[config.mk]
export PLATFORM = sky130hd
export DESIGN_NAME = vmm_stream_engine
export DESIGN_NICKNAME = d
export VERILOG_FILES = /design/src/rtl/vmm_stream_engine.sv
export SDC_FILE = /design/constraint.sdc
export NUM_CORES = 1
export LEC_CHECK = 0
export CORE_MARGIN = 2
export CORE_UTILIZATION = 60
export CTS_CLUSTER_DIAMETER = 150
export DETAILED_ROUTE_END_ITERATION = 8
export PLACE_DENSITY = 0.8
export SLEW_MARGIN = 20
export SYNTH_ARGS = -nofsm -noshare
export SYNTH_HDL_FRONTEND = slang
export SYNTH_SLANG_ARGS = --single-unit
[constraint.sdc]
create_clock -name vmm_clk -period 6.8 [get_ports vmm_clk]
set_clock_uncertainty 0.05 [all_clocks]
set_input_delay 1.36 -clock vmm_clk [delete_from_list [all_inputs] [get_ports vmm_clk]]
set_output_delay 1.36 -clock vmm_clk [all_outputs]
set_load 0.02 [all_outputs]
[src/rtl/vmm_stream_engine.sv]
`timescale 1ns/1ps
// Streaming L x M by M x N matrix multiplier: A/B held in local storage, each
// C element accumulated over M cycles and handed out over a valid/ready port.
module vmm_stream_engine #(
    parameter int L      = 4,
    parameter int M      = 4,
    parameter int N      = 4,
    parameter int DW     = 4,
    parameter int ACC_W  = 12,
    parameter int SIGNED = 0,
    localparam int AMAX  = (L * M > M * N) ? L * M : M * N,
    localparam int AW    = (AMAX > 1) ? $clog2(AMAX) : 1,
    localparam int RW    = (L > 1) ? $clog2(L) : 1,
    localparam int CW    = (N > 1) ? $clog2(N) : 1
) (
    input  logic             vmm_clk,
    input  logic             rst_,
    input  logic             load_en,
    input  logic             load_sel,
    input  logic [AW-1:0]    load_addr,
    input  logic [DW-1:0]    load_data,
    input  logic             start,
    input  logic             sat_en,
    output logic             busy,
    output logic             done,
    output logic             out_valid,
    input  logic             out_ready,
    output logic [ACC_W-1:0] out_data,
    output logic [RW-1:0]    out_row,
    output logic [CW-1:0]    out_col,
    output logic             ovf,
    output logic [2:0]       state_dbg
);

    localparam int   KW  = (M > 1) ? $clog2(M) : 1;
    localparam int   AAW = (L * M > 1) ? $clog2(L * M) : 1;
    localparam int   BAW = (M * N > 1) ? $clog2(M * N) : 1;
    localparam int   PX  = ACC_W + 1 - 2 * DW;
    localparam logic SX  = (SIGNED != 0);

    typedef enum logic [2:0] {
        IDLE = 3'd0,
        CLR  = 3'd1,
        MAC  = 3'd2,
        EMIT = 3'd3,
        DONE = 3'd4
    } state_t;

    state_t state, state_nx;

    logic [DW-1:0]    a_mem [L*M];
    logic [DW-1:0]    b_mem [M*N];
    logic [RW-1:0]    i;
    logic [CW-1:0]    j;
    logic [KW-1:0]    k;
    logic [ACC_W-1:0] acc, acc_nx;
    logic             sat_q;
    logic             ovf_q, ovf_now;

    logic [AAW-1:0]   a_idx;
    logic [BAW-1:0]   b_idx;
    logic [DW-1:0]    a_el, b_el;
    logic [2*DW-1:0]  a_x, b_x, prod;
    logic [ACC_W:0]   sum;
    logic             last_row, last_col, last_k;
    logic             a_ok, b_ok;

    assign a_ok = 32'(load_addr) < L * M;
    assign b_ok = 32'(load_addr) < M * N;

    // Storage has no reset: operands survive a reset and can be reused.
    always_ff @(posedge vmm_clk) begin
        if (state == IDLE && load_en) begin
            if (!load_sel && a_ok) a_mem[AAW'(load_addr)] <= load_data;
            if (load_sel && b_ok)  b_mem[BAW'(load_addr)] <= load_data;
        end
    end

    assign a_idx = AAW'(int'(i) * M + int'(k));
    assign b_idx = BAW'(int'(k) * N + int'(j));
    assign a_el  = a_mem[a_idx];
    assign b_el  = b_mem[b_idx];

    // Sum one bit wider than the accumulator so overflow is visible in the top bits.
    always_comb begin
        a_x     = {{DW{SX & a_el[DW-1]}}, a_el};
        b_x     = {{DW{SX & b_el[DW-1]}}, b_el};
        prod    = a_x * b_x;
        sum     = {SX & acc[ACC_W-1], acc} + {{PX{SX & prod[2*DW-1]}}, prod};
        ovf_now = SX ? (sum[ACC_W] != sum[ACC_W-1]) : sum[ACC_W];
        acc_nx  = sum[ACC_W-1:0];
        if (ovf_now && sat_q) begin
            if (!SX)            acc_nx = '1;
            else if (sum[ACC_W]) acc_nx = {1'b1, {(ACC_W-1){1'b0}}};
            else                acc_nx = {1'b0, {(ACC_W-1){1'b1}}};
        end
    end

    assign last_row = (i == RW'(L - 1));
    assign last_col = (j == CW'(N - 1));
    assign last_k   = (k == KW'(M - 1));

    // out_valid/out_ready: an element transfers on a rising edge where both are
    // high; while out_valid is high without out_ready, data/row/col stay frozen.
    always_comb begin
        state_nx = state;
        unique case (state)
            IDLE:    if (start) state_nx = CLR;
            CLR:     state_nx = MAC;
            MAC:     if (last_k) state_nx = EMIT;
            EMIT:    if (out_ready) state_nx = (last_row && last_col) ? DONE : CLR;
            DONE:    state_nx = IDLE;
            default: state_nx = IDLE;
        endcase
    end

    always_ff @(posedge vmm_clk or negedge rst_) begin
        if (!rst_) begin
            state <= IDLE;
            i     <= '0;
            j     <= '0;
            k     <= '0;
            acc   <= '0;
            sat_q <= 1'b0;
            ovf_q <= 1'b0;
        end else begin
            state <= state_nx;
            unique case (state)
                IDLE: if (start) begin
                    sat_q <= sat_en;
                    ovf_q <= 1'b0;
                    i     <= '0;
                    j     <= '0;
                end
                CLR: begin
                    acc <= '0;
                    k   <= '0;
                end
                MAC: begin
                    acc <= acc_nx;
                    k   <= k + 1'b1;
                    if (ovf_now) ovf_q <= 1'b1;
                end
                EMIT: if (out_ready) begin
                    if (!last_col) begin
                        j <= j + 1'b1;
                    end else if (!last_row) begin
                        j <= '0;
                        i <= i + 1'b1;
                    end
                end
                default: ;
            endcase
        end
    end

    assign busy      = (state == CLR) || (state == MAC) || (state == EMIT);
    assign done      = (state == DONE);
    assign out_valid = (state == EMIT);
    assign out_data  = acc;
    assign out_row   = i;
    assign out_col   = j;
    assign ovf       = ovf_q;
    assign state_dbg = state;

endmodule

* After elaboration in Yosys (flattened, before gate mapping)
Memories as Yosys holds them, arrays and structs flattened. Cells that the tools add are included.
Storage, ports and cells: bits in registers 23, latch bits 0, memory bits (writable) 128, bits in read-only memories 0, output and inout bits 23, memories kept 2
Cells by class: $add $sub $neg 6, $mul 1, div/mod/pow operators 0, magnitude comparators 0, equal/unequal tests 14, shift operators 0, muxes and demuxes 26, bitwise operators 0, reductions and logical operators 14
Memories:
- a_mem | depth 16, width 4, read ports 1, clocked after memory_dff 0, wr ports 1, line 51 | logic [DW-1:0] a_mem [L*M];
- b_mem | depth 16, width 4, read ports 1, clocked after memory_dff 0, wr ports 1, line 52 | logic [DW-1:0] b_mem [M*N];
Operator list (count):
- case mux 12 bit (2 select lines) | 1
- two-way mux 2 bit | 7
- adder 12 x 8 -> 13 bit | 1
- two-way mux 12 bit | 1
- two-way mux 3 bit | 4
- case mux 2 bit (2 select lines) | 3
- case mux 3 bit (4 select lines) | 1
- adder 4 x 2 -> 4 bit | 2
- multiplier 4 x 4 -> 8 bit | 1
- two-way mux 1 bit | 8
- != test 2 bit, second input constant | 4
- adder 2 x 1 -> 2 bit, second input constant | 3
- equality test 2 bit, second input constant | 3
- equality test 3 x 2 -> 1 bit, second input constant | 2
- AND reduction 3 bit | 2
- nonzero test 2 bit | 3
- AND reduction 5 bit | 1
- != test 2 x 1 -> 1 bit, second input constant | 2
- AND reduction 4 bit | 1
- equality test 3 x 1 -> 1 bit, second input constant | 1
- equality test 3 bit, second input constant | 1
- logical AND 1 bit | 3
- zero test 3 bit | 1
- != test 3 bit, second input constant | 1
- other kinds (3) | 4

* Depth between registers and ports, before layout
Gate-level depths: netlist of run 1. An unclocked memory read counts as a cell.
word-level depth 7, gate-level depth with buffers 18

* Least setup slack after synthesis of run 1
No wires, ideal clock.
path kind register to register, start register j[1], in the netlist out_col[1], end register acc[6], in the netlist out_data[6], library setup time 0.133 ns, data arrival time 4.691 ns, data required time 6.617 ns, setup slack 1.925 ns, stages on the path, launching flop included 17, buffers on the path 3, period minus slack after synthesis 4.875 ns, path through dfrtp_1 > clkbuf_1 > buf_1 > mux4_2 > mux4_2 > nand2_1 > fa_1 > fa_1 > fa_1 > inv_1 > ha_1 > o21ai_0 > o21bai_1 > o21ba_2 > nand3_1 > buf_2 > o211ai_1
Between the ends: word-level cells in the longest chain between the ends 7
Ends and longest elaborated chain:
- from (decl) | line 54 | logic [CW-1:0] j;
- from (signal assigned) | line 146 | j <= j + 1'b1;
- adder 4 x 2 -> 4 bit (*) | line 80 | assign b_idx = BAW'(int'(k) * N + int'(j));
- memory (16 x 4 bit) (*)
- multiplier 4 x 4 -> 8 bit (*) | line 88 | prod = a_x * b_x;
- adder 12 x 8 -> 13 bit (*) | line 89 | sum = {SX & acc[ACC_W-1], acc} + {{PX{SX & prod[2*DW-1]}}, prod};
- logical AND 1 bit | line 92 | if (ovf_now && sat_q) begin
- two-way mux 12 bit (*) | line 92
- case mux 12 bit (2 select lines) (*) | line 128 | unique case (state)
- to (signal assigned) | line 140 | acc <= acc_nx;
- to (decl) | line 56 | logic [ACC_W-1:0] acc, acc_nx;
Every way passes the cells marked *; elsewhere a longest branch is shown, timed or not. A chain may end at the register's enable or synchronous reset.

* Worst setup path in the final report of run 1
start register k[0], end register acc[4], in the netlist out_data[4]
Between the ends: word-level cells in the longest chain between the ends 7, elaborated cells between the ends (all ways) 9, those cells by class 3 x add/sub; 1 x mul; 2 x mux; 1 x reduce/logical; 2 x memory
Ends and longest elaborated chain:
- from (decl) | line 55 | logic [KW-1:0] k;
- from (signal assigned) | line 141 | k <= k + 1'b1;
- adder 4 x 2 -> 4 bit (on tied branches) | line 79, 80
- memory (16 x 4 bit) (on tied branches)
- multiplier 4 x 4 -> 8 bit (*) | line 88
- adder 12 x 8 -> 13 bit (*) | line 89
- logical AND 1 bit | line 92
- two-way mux 12 bit (*) | line 92
- case mux 12 bit (2 select lines) (*) | line 128
Marked as above.

==> metrics.md, run 1 <==
| Metric | Value |
|---|---|
| Setup tns final | 0 ns |
| PostCTS Resize Cnt | 0 |
| Top cells by area, synth | edfxtp_1 55%, mux4_2 8.7%, dfrtp_1 8.2%, mux4_1 4.9%, ha_1 3.7% |
| # IOs | 38 |
| Global-route wire length before repair | 22400 um |
| Crit path depth | 14 |
| Worst-Skew Late Latency | 0.42 ns |
| Most frequent cell after synthesis | edfxtp_1 |
| Final Non-Filler Cells | 635 |
| CTS HTree Levels | 4 |
| Clock root cell | clkbuf_16 |
| Sequence of cells on the critical path | buf_4 -> mux4_2 -> mux4_2 -> nand2_1 -> fa_1 -> fa_1 -> fa_1 -> inv_1 -> ha_1 -> o21ai_0 -> o21bai_1 -> o21ba_2 -> nand3_1 -> o211ai_1 |
| Post-synth top area share | 0.548 |
| RSZ-0062 raised after global routing | no |
| Setup Buffers After CTS | 0 |
| Syn avg cell area | 15.8 sq um |
| P_leak | 0.00290 uW |
| Number of synthesized flops with an enable pin | 128 |
| Core Area | 11400 sq um |
| Clock transition at path regs | ~0.06 ns |
| IO Port Bufs | 37 |
| Slew Limit Fails | 0 |
| Final GP Congestion | 0.854 |
| Estimated wirelength of the detail-placed design | around 9300 um |
| Endpoints failing setup | 0 |
| Nets@finish | 525 |
| Mapped Cells | ~440 |
| Count of different cell masters after synthesis | 48 |
| Max Fclk | 181 MHz |
| Post-synthesis register bit count | 151 |
| Power Density | 514 nW/um^2 |
| Hold depth | 1 |
| Worst R2R Path Depth | 14 |
| TritonCTS clock tree | done |
| Die Ht | 112 um |
| Buf+Inv Stages, Crit Path | 2 |
| Placed cell count | 604 |
| Crit path capture type | flip-flop |
| Worst Max-Slew Pin Slew | around 1.1 ns |
| Syn_nets | ~500 |
| Dominant synthesized flop cell | edfxtp_1 |
| TritonCTS Buffers | 17 |
| Per-cell routed wire length | 22.1 um |
| Clock buffer depth | 2 |
| Largest net degree at the start of global routing | 33 |
| Initial antenna violation count | 0 |
| Final Hold Vio Count | 0 |
| Hold wc startpoint | ovf |
| Max Cap Viol | 0 |
| Mapped Area | 7010 sq um |
| WP data required | 7.02 ns |
| Crit Path Max Fanout | 18 |
| Most common cell on crit path | fa_1 |
| Setup CP Type | reg2reg |
| Final WL | ~14000 um |
| Routed Antenna Nets | 0 |
| Max incr delay on CP | 0.96 ns |
| Initial core utilization | 0.614 |
| Met1 WL | 6120 um |
| Vias in the first global route | about 4000 |
| DIE AREA | 12600 sq um |
| Synth-to-layout area growth | 14.1% |
| DRT Pass-1 Iters | 5 |
| Startpoint class of the critical path | flip-flop |
| R2R Path Start | k[0] |
| Gr usage total | 0.240 |
| GRT overflow | 0 |
| CTS hold repair buffers | 0 |
| Worst Hold Class | reg2reg |
| Crit path DAT | 5.74 ns |
| Row count | 39 |
| Status | completed |
| Synth async-reset ratio | 0.152 |
| Ratio of cells with drive above 1 in the final layout | 0.132 |
| Synth Warn # | 0 |
| Vias per cell | 6.18 |
| Sequential share of the synthesized area | 0.630 |
| Commonest cells in the synthesized netlist | 128 x edfxtp_1, 43 x nor2_1, 28 x nand2_1, 27 x inv_1, 27 x mux4_2 |
| VDD IR max | 618 uV |
| CP delay by family, top | adder cells |
| Slew margin rel. | 0.273 |
| Crit. Startpoint | k[0] |
| Ant diodes | 0 |
| Tcrit/Tclk final | 0.812 |
| 1st-iter DRT viols | 401 |
| Met2 wire len | slightly below 7000 um |
| Met3 Routed Length | 687 um |
| Residual DRC | 0 |
| Crit path max-delay cell type | dfrtp_1 |
| DIE WIDTH | approximately 110 um |
| Uppermost routed layer | met4 |
| Clk sinks | 151 |
| Tmin final | between 5 and 6 ns |
| Post-synth top area cell | edfxtp_1 |
| Vias | 3922 |
[layer usage]
| metal | GRT usage | up-vias |
|---|---|---|
| li1 | - | 1773 |
| met1 | 0.334 | 1977 |
| met2 | 0.378 | 144 |
| met4 | 0.0959 | 0 |
| met3 | 0.0529 | 28 |
| met5 | 0 | - |
[state kept, by name (all words and copies together) (netlist names)]
register,cells
out_row,2
sat_q,1
a_mem,64
k,2
out_data,12
out_col,2
state_dbg,3
ovf,1
b_mem,64
[final timing paths]
check,endpoint,slack [ns]
worst max-delay path,out_data[4],1.28
max in group asynchronous,out_col[0],5.43
min in group asynchronous,state_dbg[1],0.88
worst min register to register,ovf,0.47
worst max register to register,out_data[4],1.28
worst min-delay path,ovf,0.47
[cell type report]
| type | instances | area [sq um] |
|---|---|---|
| Clock buffer | 22 | 444 |
| Clock inverter | 9 | 128 |
| Fill cell | 710 | 3420 |
| Inverter | 27 | 101 |
| Multi-Input combinational cell | 245 | 2370 |
| Sequential cell | 151 | 4420 |
| Tap cell | 143 | 179 |
| Timing Repair Buffer | 38 | 353 |
[per-stage QoR]
step / cell area, sq um / utilization / hold WS (ns) / worst slack [ns] / power, uW
after floorplan: 7010 / - / 0.429 / 1.93 / 2740
after global placement: 7450 / 0.653 / 0.457 / 1.34 / 3110
after detailed placement: 7450 / 0.653 / 0.447 / 1.24 / 3190
after CTS: 8020 / 0.703 / 0.465 / 1.18 / 4120
after global routing: 8000 / 0.701 / 0.478 / 0.863 / 4440
final: 8000 / 0.701 / 0.470 / 1.28 / 4110
[cell families (layout without fill, tap and decap cells)]
logic type | count (synthesis) | in the layout | synth area share
DFF | 151 | 151 | 0.630
and+or+nand+nor | 121 | 121 | 0.0819
buffers and inverters | 47 | 96 | 0.0314
AOI/OAI and AO/OA | 46 | 46 | 0.0473
muxes | 43 | 43 | 0.140
adders and majority gates | 30 | 30 | 0.0631
xor gates and xnor gates | 5 | 5 | 0.00624
[cells in the final DEF, fill, tap and decap left out, types with 4 or more instances in the layout]
cell type	instances
mux4_2	27
and2_1	14
clkdlybuf4s50_1	32
inv_1	27
nor2_1	43
a21oi_1	6
nand3_1	6
fa_1	9
dfrtp_1	22
nor3_1	5
clkbuf_1	5
mux4_1	13
nand2_1	28
buf_2	5
edfxtp_1	128
nand2b_1	6
nor2b_1	5
a21o_1	4
ha_1	21
a22oi_1	7
clkbuf_16	17
o21ai_0	9
[worst register-to-register path, cell delays in order, from the launching register on]
cell      delay, ns
dfrtp_1        0.96
buf_4          0.32
mux4_2         0.51
mux4_2         0.50
nand2_1        0.10
fa_1           0.44
fa_1           0.51
fa_1           0.51
inv_1          0.05
ha_1           0.34
o21ai_0        0.22
o21bai_1       0.11
o21ba_2        0.25
nand3_1        0.36
o211ai_1       0.16
[report_power, final]
group	total, uW	switching, uW	internal [uW]
combinational	1980	1050	929
clock	919	346	573
sequential	1210	144	1070
(Power assumes the default switching activity.)
==> run 2: changes to the inputs <==
--- a/config.mk
+++ b/config.mk
@@ -6,10 +6,10 @@
 export NUM_CORES = 1
 export LEC_CHECK = 0
 export CORE_MARGIN = 2
-export CORE_UTILIZATION = 60
+export CORE_UTILIZATION = 54
 export CTS_CLUSTER_DIAMETER = 150
 export DETAILED_ROUTE_END_ITERATION = 8
-export PLACE_DENSITY = 0.8
+export PLACE_DENSITY = 0.76
 export SLEW_MARGIN = 20
 export SYNTH_ARGS = -nofsm -noshare
 export SYNTH_HDL_FRONTEND = slang
==> constraint.sdc (replaced) <==
create_clock -name vmm_clk -period 5 [get_ports vmm_clk]
set_clock_uncertainty 0.05 [all_clocks]
set_input_delay 1 -clock vmm_clk [delete_from_list [all_inputs] [get_ports vmm_clk]]
set_output_delay 1 -clock vmm_clk [all_outputs]
set_load 0.02 [all_outputs]
==> run 2 against run 1 <==
Compared with the run above: non-clock buffer count increased by 10; total power increased by 43%; combinational power increased by 51%; sequential power increased by 28%; worst hold slack improved by 0.0032 ns; sequential cell count unchanged; largest cell class unchanged.
==> metrics.md, run 2 (synthesized netlist as in run 1, its figures left out) <==
| Metric | Value |
|---|---|
| Vias | 3986 |
| Clock root cell | clkbuf_16 |
| Worst Hold Class | reg2reg |
| Final GP Congestion | 0.916 |
| # IOs | 38 |
| Vias per cell | about 5.9 |
| Power Density | 712 nW/um^2 |
| Worst-Skew Late Latency | 0.42 ns |
| DIE AREA | 13900 sq um |
| Largest net degree at the start of global routing | 33 |
| Worst Max-Slew Pin Slew | 1.03 ns |
| GRT overflow | 0 |
| Ratio of cells with drive above 1 in the final layout | 0.161 |
| CP endpoint | out_data[11] |
| DIE WIDTH | 118 um |
| Slew Limit Fails | 0 |
| Initial core utilization | 0.554 |
| Setup CP Type | reg2reg |
| Gr usage total | 0.223 |
| Max Cap Viol | 0 |
| 1st-iter DRT viols | 413 |
| Status | completed |
| FF/Latch Area | 4420 sq um |
| Crit. Startpoint | k[0] |
| Setup tns final | 0 ns |
| Clk sinks | 151 |
| Per-cell routed wire length | 21.7 um |
| RSZ-0062 raised after global routing | no |
| Overall power consumption | 5860 uW |
| Die Ht | 118 um |
| Tmin final | 4.79 ns |
| Estimated wirelength of the detail-placed design | 9730 um |
| Routed Antenna Nets | 0 |
| Clock buffer depth | 2 |
| Worst R2R Path Depth | 14 |
| Crit path DAT | 5.09 ns |
| Clock transition at path regs | 0.06 ns |
| R2R Path Start | k[0] |
| WP data required | between 5 and 6 ns |
| Nets@finish | 535 |
| Crit Path Max Fanout | 6 |
| CTS HTree Levels | 4 |
| Vias in the first global route | 4076 |
| Area occupied by multi-input gates | between 2000 and 2500 sq um |
| TritonCTS Buffers | 17 |
| Final Hold Vio Count | 0 |
| P_leak | approximately 0.003 uW |
| CTS hold repair buffers | 0 |
| Most used cells in the layout excluding fill and tap cells | 128 x edfxtp_1, 43 x nor2_1, 32 x clkdlybuf4s50_1 |
| Global-route wire length before repair | roughly 23000 um |
| R2r endpoint | out_data[11] |
| TritonCTS clock tree | done |
| Crit path capture type | flip-flop |
| IO Port Bufs | 37 |
| Startpoint class of the critical path | flip-flop |
| Row count | 41 |
| Tcrit/Tclk final | 0.958 |
| Max Fclk | roughly 210 MHz |
| Endpoints failing setup | 0 |
| Synth-to-layout area growth | 17.3% |
| Initial antenna violation count | 0 |
| Slew margin rel. | 0.305 |
| Ant diodes | 0 |
| Hold depth | 1 |
| Reg-to-reg slack, setup | 0.21 ns |
| Core Area | 12700 sq um |
| Residual DRC | 0 |
| Final WL | about 15000 um |
| VDD IR max | 361 uV |
| DRT Pass-1 Iters | 6 |
| Commonest non-fill, non-tap cell in the layout | edfxtp_1 |
| Fillers | 860 |
-- run 2: cell count changes in the layout (fill, tap and decap cells not counted), sizes merged --
cell / delta
buf: +9
inv: +2
clkbuf: -2
bufinv: +1
clkinv: +1
-- run 2: timing repair --
item	in CTS	in global routing
setup buffers	0	3
pin swaps	0	2
gates resized for setup	1	6
setup endpoints to repair	5	12
gates cloned	0	1
-- run 2: how the worst min path moves through the flow --
stage	start	to	slack [ns]
5_1_grt	ovf	ovf	0.51
4_1_cts	ovf	ovf	0.48
3_5_place_dp	ovf	ovf	0.47
2_1_floorplan	sat_q	sat_q	0.43
3_3_place_gp	sat_q	sat_q	0.46
6_report	ovf	ovf	0.47
-- run 2: final cells by class --
type | count | share of cell area
flip-flops and latches | 151 | 0.537
clock inverters | 13 | 0.0216
well taps | 172 | 0.0262
inverters | 27 | 0.0123
multi-input cells | 245 | 0.291
repair buffers | 48 | 0.0591
clock buffers | 19 | 0.0526
-- run 2: power breakdown --
part,internal (uW),total [uW],switching [uW],leakage [uW]
combinational,1380,2980,1600,0.00126
clock,832,1320,488,0.000292
sequential,1450,1550,98.8,0.00145
-- run 2: critical path, cell delays in order (launching register included) --
cell and delay, ns:
dfrtp_2 0.45, buf_12 0.15, mux4_1 0.55, mux4_2 0.55, nand2_1 0.12, fa_1 0.44, fa_1 0.48, fa_1 0.53
inv_1 0.05, ha_1 0.35, a21o_1 0.23, a221oi_2 0.28, o21bai_2 0.15, a31o_2 0.27, nand4_1 0.08
-- run 2: per-layer routing --
layer	GRT usage	up-vias	part of all wire
li1	-	1799	-
met1	0.294	2011	0.42
met2	0.356	158	0.50
met3	0.0523	18	0.059
met4	0.100	0	0.019
met5	0	-	0
-- run 2: stage by stage --
| step | cells | setup WS, ns | utilization | hold slack, ns | area, sq um |
|---|---|---|---|---|---|
| 2_1_floorplan | 443 | 0.125 | - | 0.429 | 7010 |
| 5_1_grt | 675 | 0.0365 | 0.649 | 0.507 | 8230 |
| 6_report | 675 | 0.209 | 0.649 | 0.473 | 8230 |
| 3_3_place_gp | 639 | 0.139 | 0.598 | 0.462 | 7570 |
| 4_1_cts | 671 | 0.0745 | 0.646 | 0.485 | 8190 |
| 3_5_place_dp | 639 | -0.000752 | 0.598 | 0.471 | 7570 |
==> run 3: changes to the inputs <==
--- a/config.mk
+++ b/config.mk
@@ -10,7 +10,7 @@
 export CTS_CLUSTER_DIAMETER = 150
 export DETAILED_ROUTE_END_ITERATION = 8
 export PLACE_DENSITY = 0.76
-export SLEW_MARGIN = 20
+export SLEW_MARGIN = 40
 export SYNTH_ARGS = -nofsm -noshare
 export SYNTH_HDL_FRONTEND = slang
 export SYNTH_SLANG_ARGS = --single-unit
==> run 3 against run 2 <==
Compared with the run above: critical path depth is the same; critical endpoint unchanged; register-to-register slack lost 0.02 ns; total power shrank 2.5%; worst hold slack lost 0.0038 ns; design area shrank 0.58%; core utilization shrank 0.38 points; largest power group unchanged; worst setup slack lost 0.025 ns; non-clock buffer count grew 1.
==> metrics.md, run 3 (synthesized netlist as in run 1, its figures left out) <==
| Metric | Value |
|---|---|
| Per-cell routed wire length | 21.7 um |
| RSZ-0062 raised after global routing | no |
| Vias per cell | slightly below 6 |
| # IOs | 38 |
| Setup CP Type | reg2reg |
| Slew Limit Fails | 0 |
| Core Area | 12700 sq um |
| Status | completed |
| Ant diodes | 0 |
| Power Density | 698 nW/um^2 |
| P_leak | 0.00298 uW |
| Vias | 3992 |
| Routed Antenna Nets | 0 |
| Estimated wirelength of the detail-placed design | between 9000 and 10000 um |
| Final GP Congestion | 0.916 |
| Global-route wire length before repair | 22900 um |
| Tmin final | 4.82 ns |
| DIE WIDTH | 118 um |
| Crit path max-delay cell type | mux4_2 |
| Final Hold Vio Count | 0 |
| Crit Path Max Fanout | 11 |
| Row count | 41 |
| Startpoint class of the critical path | flip-flop |
| Initial core utilization | 0.554 |
| Clock buffer depth | 2 |
| Combinational power share | 0.520 |
| Worst Max-Slew Pin Slew | 0.661 ns |
| CTS hold repair buffers | 0 |
| Vias in the first global route | ~4100 |
| Clk sinks | between 150 and 200 |
| Clock root cell | clkbuf_16 |
| Setup tns final | 0 ns |
| Gr usage total | 0.221 |
| TritonCTS clock tree | done |
| Residual DRC | 0 |
| R2R Path Start | k[0] |
| Slew margin rel. | 0.556 |
| Nets@finish | 536 |
| Seq pwr share | 0.272 |
| Largest net degree at the start of global routing | 33 |
| VDD IR max | 444 uV |
| Worst Hold Class | reg2reg |
| Clock transition at path regs | 0.06 ns |
| Initial antenna violation count | 0 |
| Max incr delay on CP | roughly 0.54 ns |
| GRT overflow | 0 |
| DRT Pass-1 Iters | 5 |
| Crit path capture type | flip-flop |
| Endpoints failing setup | 0 |
| Sequence of cells on the critical path | buf_6 -> mux4_2 -> mux4_2 -> nand2_1 -> fa_1 -> fa_1 -> fa_1 -> inv_1 -> ha_1 -> a21o_1 -> a221oi_2 -> o21bai_2 -> a31o_2 -> nand4_1 |
| Most used cells in the layout excluding fill and tap cells | 128 x edfxtp_1, 42 x nor2_1, 32 x clkdlybuf4s50_1 |
| Psw | 2190 uW |
| Crit path DAT | 5.11 ns |
| Hold wc startpoint | ovf |
| Max Cap Viol | 0 |
| TritonCTS Buffers | 17 |
| Int Power | 3520 uW |
| Die Ht | 118 um |
| Final Non-Filler Cells | approximately 680 |
| WP data required | 5.30 ns |
| CTS HTree Levels | 4 |
| Max Fclk | 208 MHz |
| Buf+Inv Stages, Crit Path | 2 |
| Ratio of cells with drive above 1 in the final layout | 0.171 |
| Clock share of power | 0.208 |
| Worst-Skew Late Latency | 0.42 ns |
| Sw frac | 0.383 |
| Most common cell on crit path | fa_1 |
| Tcrit/Tclk final | 0.963 |
| CP delay by family, top | adder cells |
| Commonest non-fill, non-tap cell in the layout | edfxtp_1 |
| Final WL | between 10000 and 15000 um |
| IO Port Bufs | 37 |
| Crit. Startpoint | k[0] |
| 1st-iter DRT viols | 413 |
| DIE AREA | 13900 sq um |
| Placed cell count | 639 |
| Synth-to-layout area growth | 16.6% |
==> run 3: through the flow <==
stage	instance area (sq um)	total power, uW	setup slack, ns	util	hold WS [ns]
final	8180	5710	0.184	0.646	0.469
after global routing	8180	6130	0.00841	0.646	0.481
after CTS	8100	5620	0.0637	0.639	0.477
after detailed placement	7550	4420	0.000168	0.596	0.463
after global placement	7570	4310	0.139	0.598	0.462
after floorplan	7010	3730	0.125	-	0.429
==> run 3: worst paths after layout <==
| check | endpoint | slack, ns | cells after the start |
|---|---|---|---|
| worst max-delay path | out_data[11] | 0.18 | 14 |
| worst min-delay path | ovf | 0.47 | 1 |
| worst max register to register | out_data[11] | 0.18 | 14 |
| worst min register to register | ovf | 0.47 | 1 |
| max in group asynchronous | k[0] | 4.03 | 1 |
| min in group asynchronous | out_col[0] | 0.50 | 1 |
==> run 3: repair_timing <==
| item | in CTS | in global routing |
|---|---|---|
| endpoints found under the setup margin | 6 | 12 |
| hold endpoints to repair | 0 | 0 |
| resized for setup | 1 | 5 |
| cloned | 0 | 1 |
| buffers inserted | 0 | 4 |
==> run 3: layout make-up <==
class | count | area [sq um]
fillers | 866 | 4490
flip-flops and latches | 151 | 4420
multi-input cells | 245 | 2400
repair buffers | 49 | 494
clock buffers | 17 | 425
well taps | 172 | 215
clock inverters | 15 | 126
inverters | 27 | 101
==> run 3: power groups by stage <==
stage,Sequential [uW],Combinational [uW],Clock (uW)
6_report,1550,2970,1190
3_5_place_dp,1570,2850,0
4_1_cts,1550,2880,1200
2_1_floorplan,1590,2140,0
3_3_place_gp,1570,2740,0
5_1_grt,1560,3310,1250
==> run 3: per-layer routing <==
metal	part of all wire	GRT usage	up-vias
met5	0	0	-
met4	0.015	0.0783	0
met3	0.056	0.0480	22
met2	0.51	0.361	167
met1	0.42	0.296	2005
li1	-	-	1798
==> run 3: worst reg2reg max path, stage by stage (launching register included) <==
cell and delay [ns]:
dfrtp_2 0.45, buf_6 0.22, mux4_2 0.54, mux4_2 0.51, nand2_1 0.13, fa_1 0.42
fa_1 0.52, fa_1 0.53, inv_1 0.05, ha_1 0.34, a21o_1 0.23, a221oi_2 0.27
o21bai_2 0.13, a31o_2 0.26, nand4_1 0.08
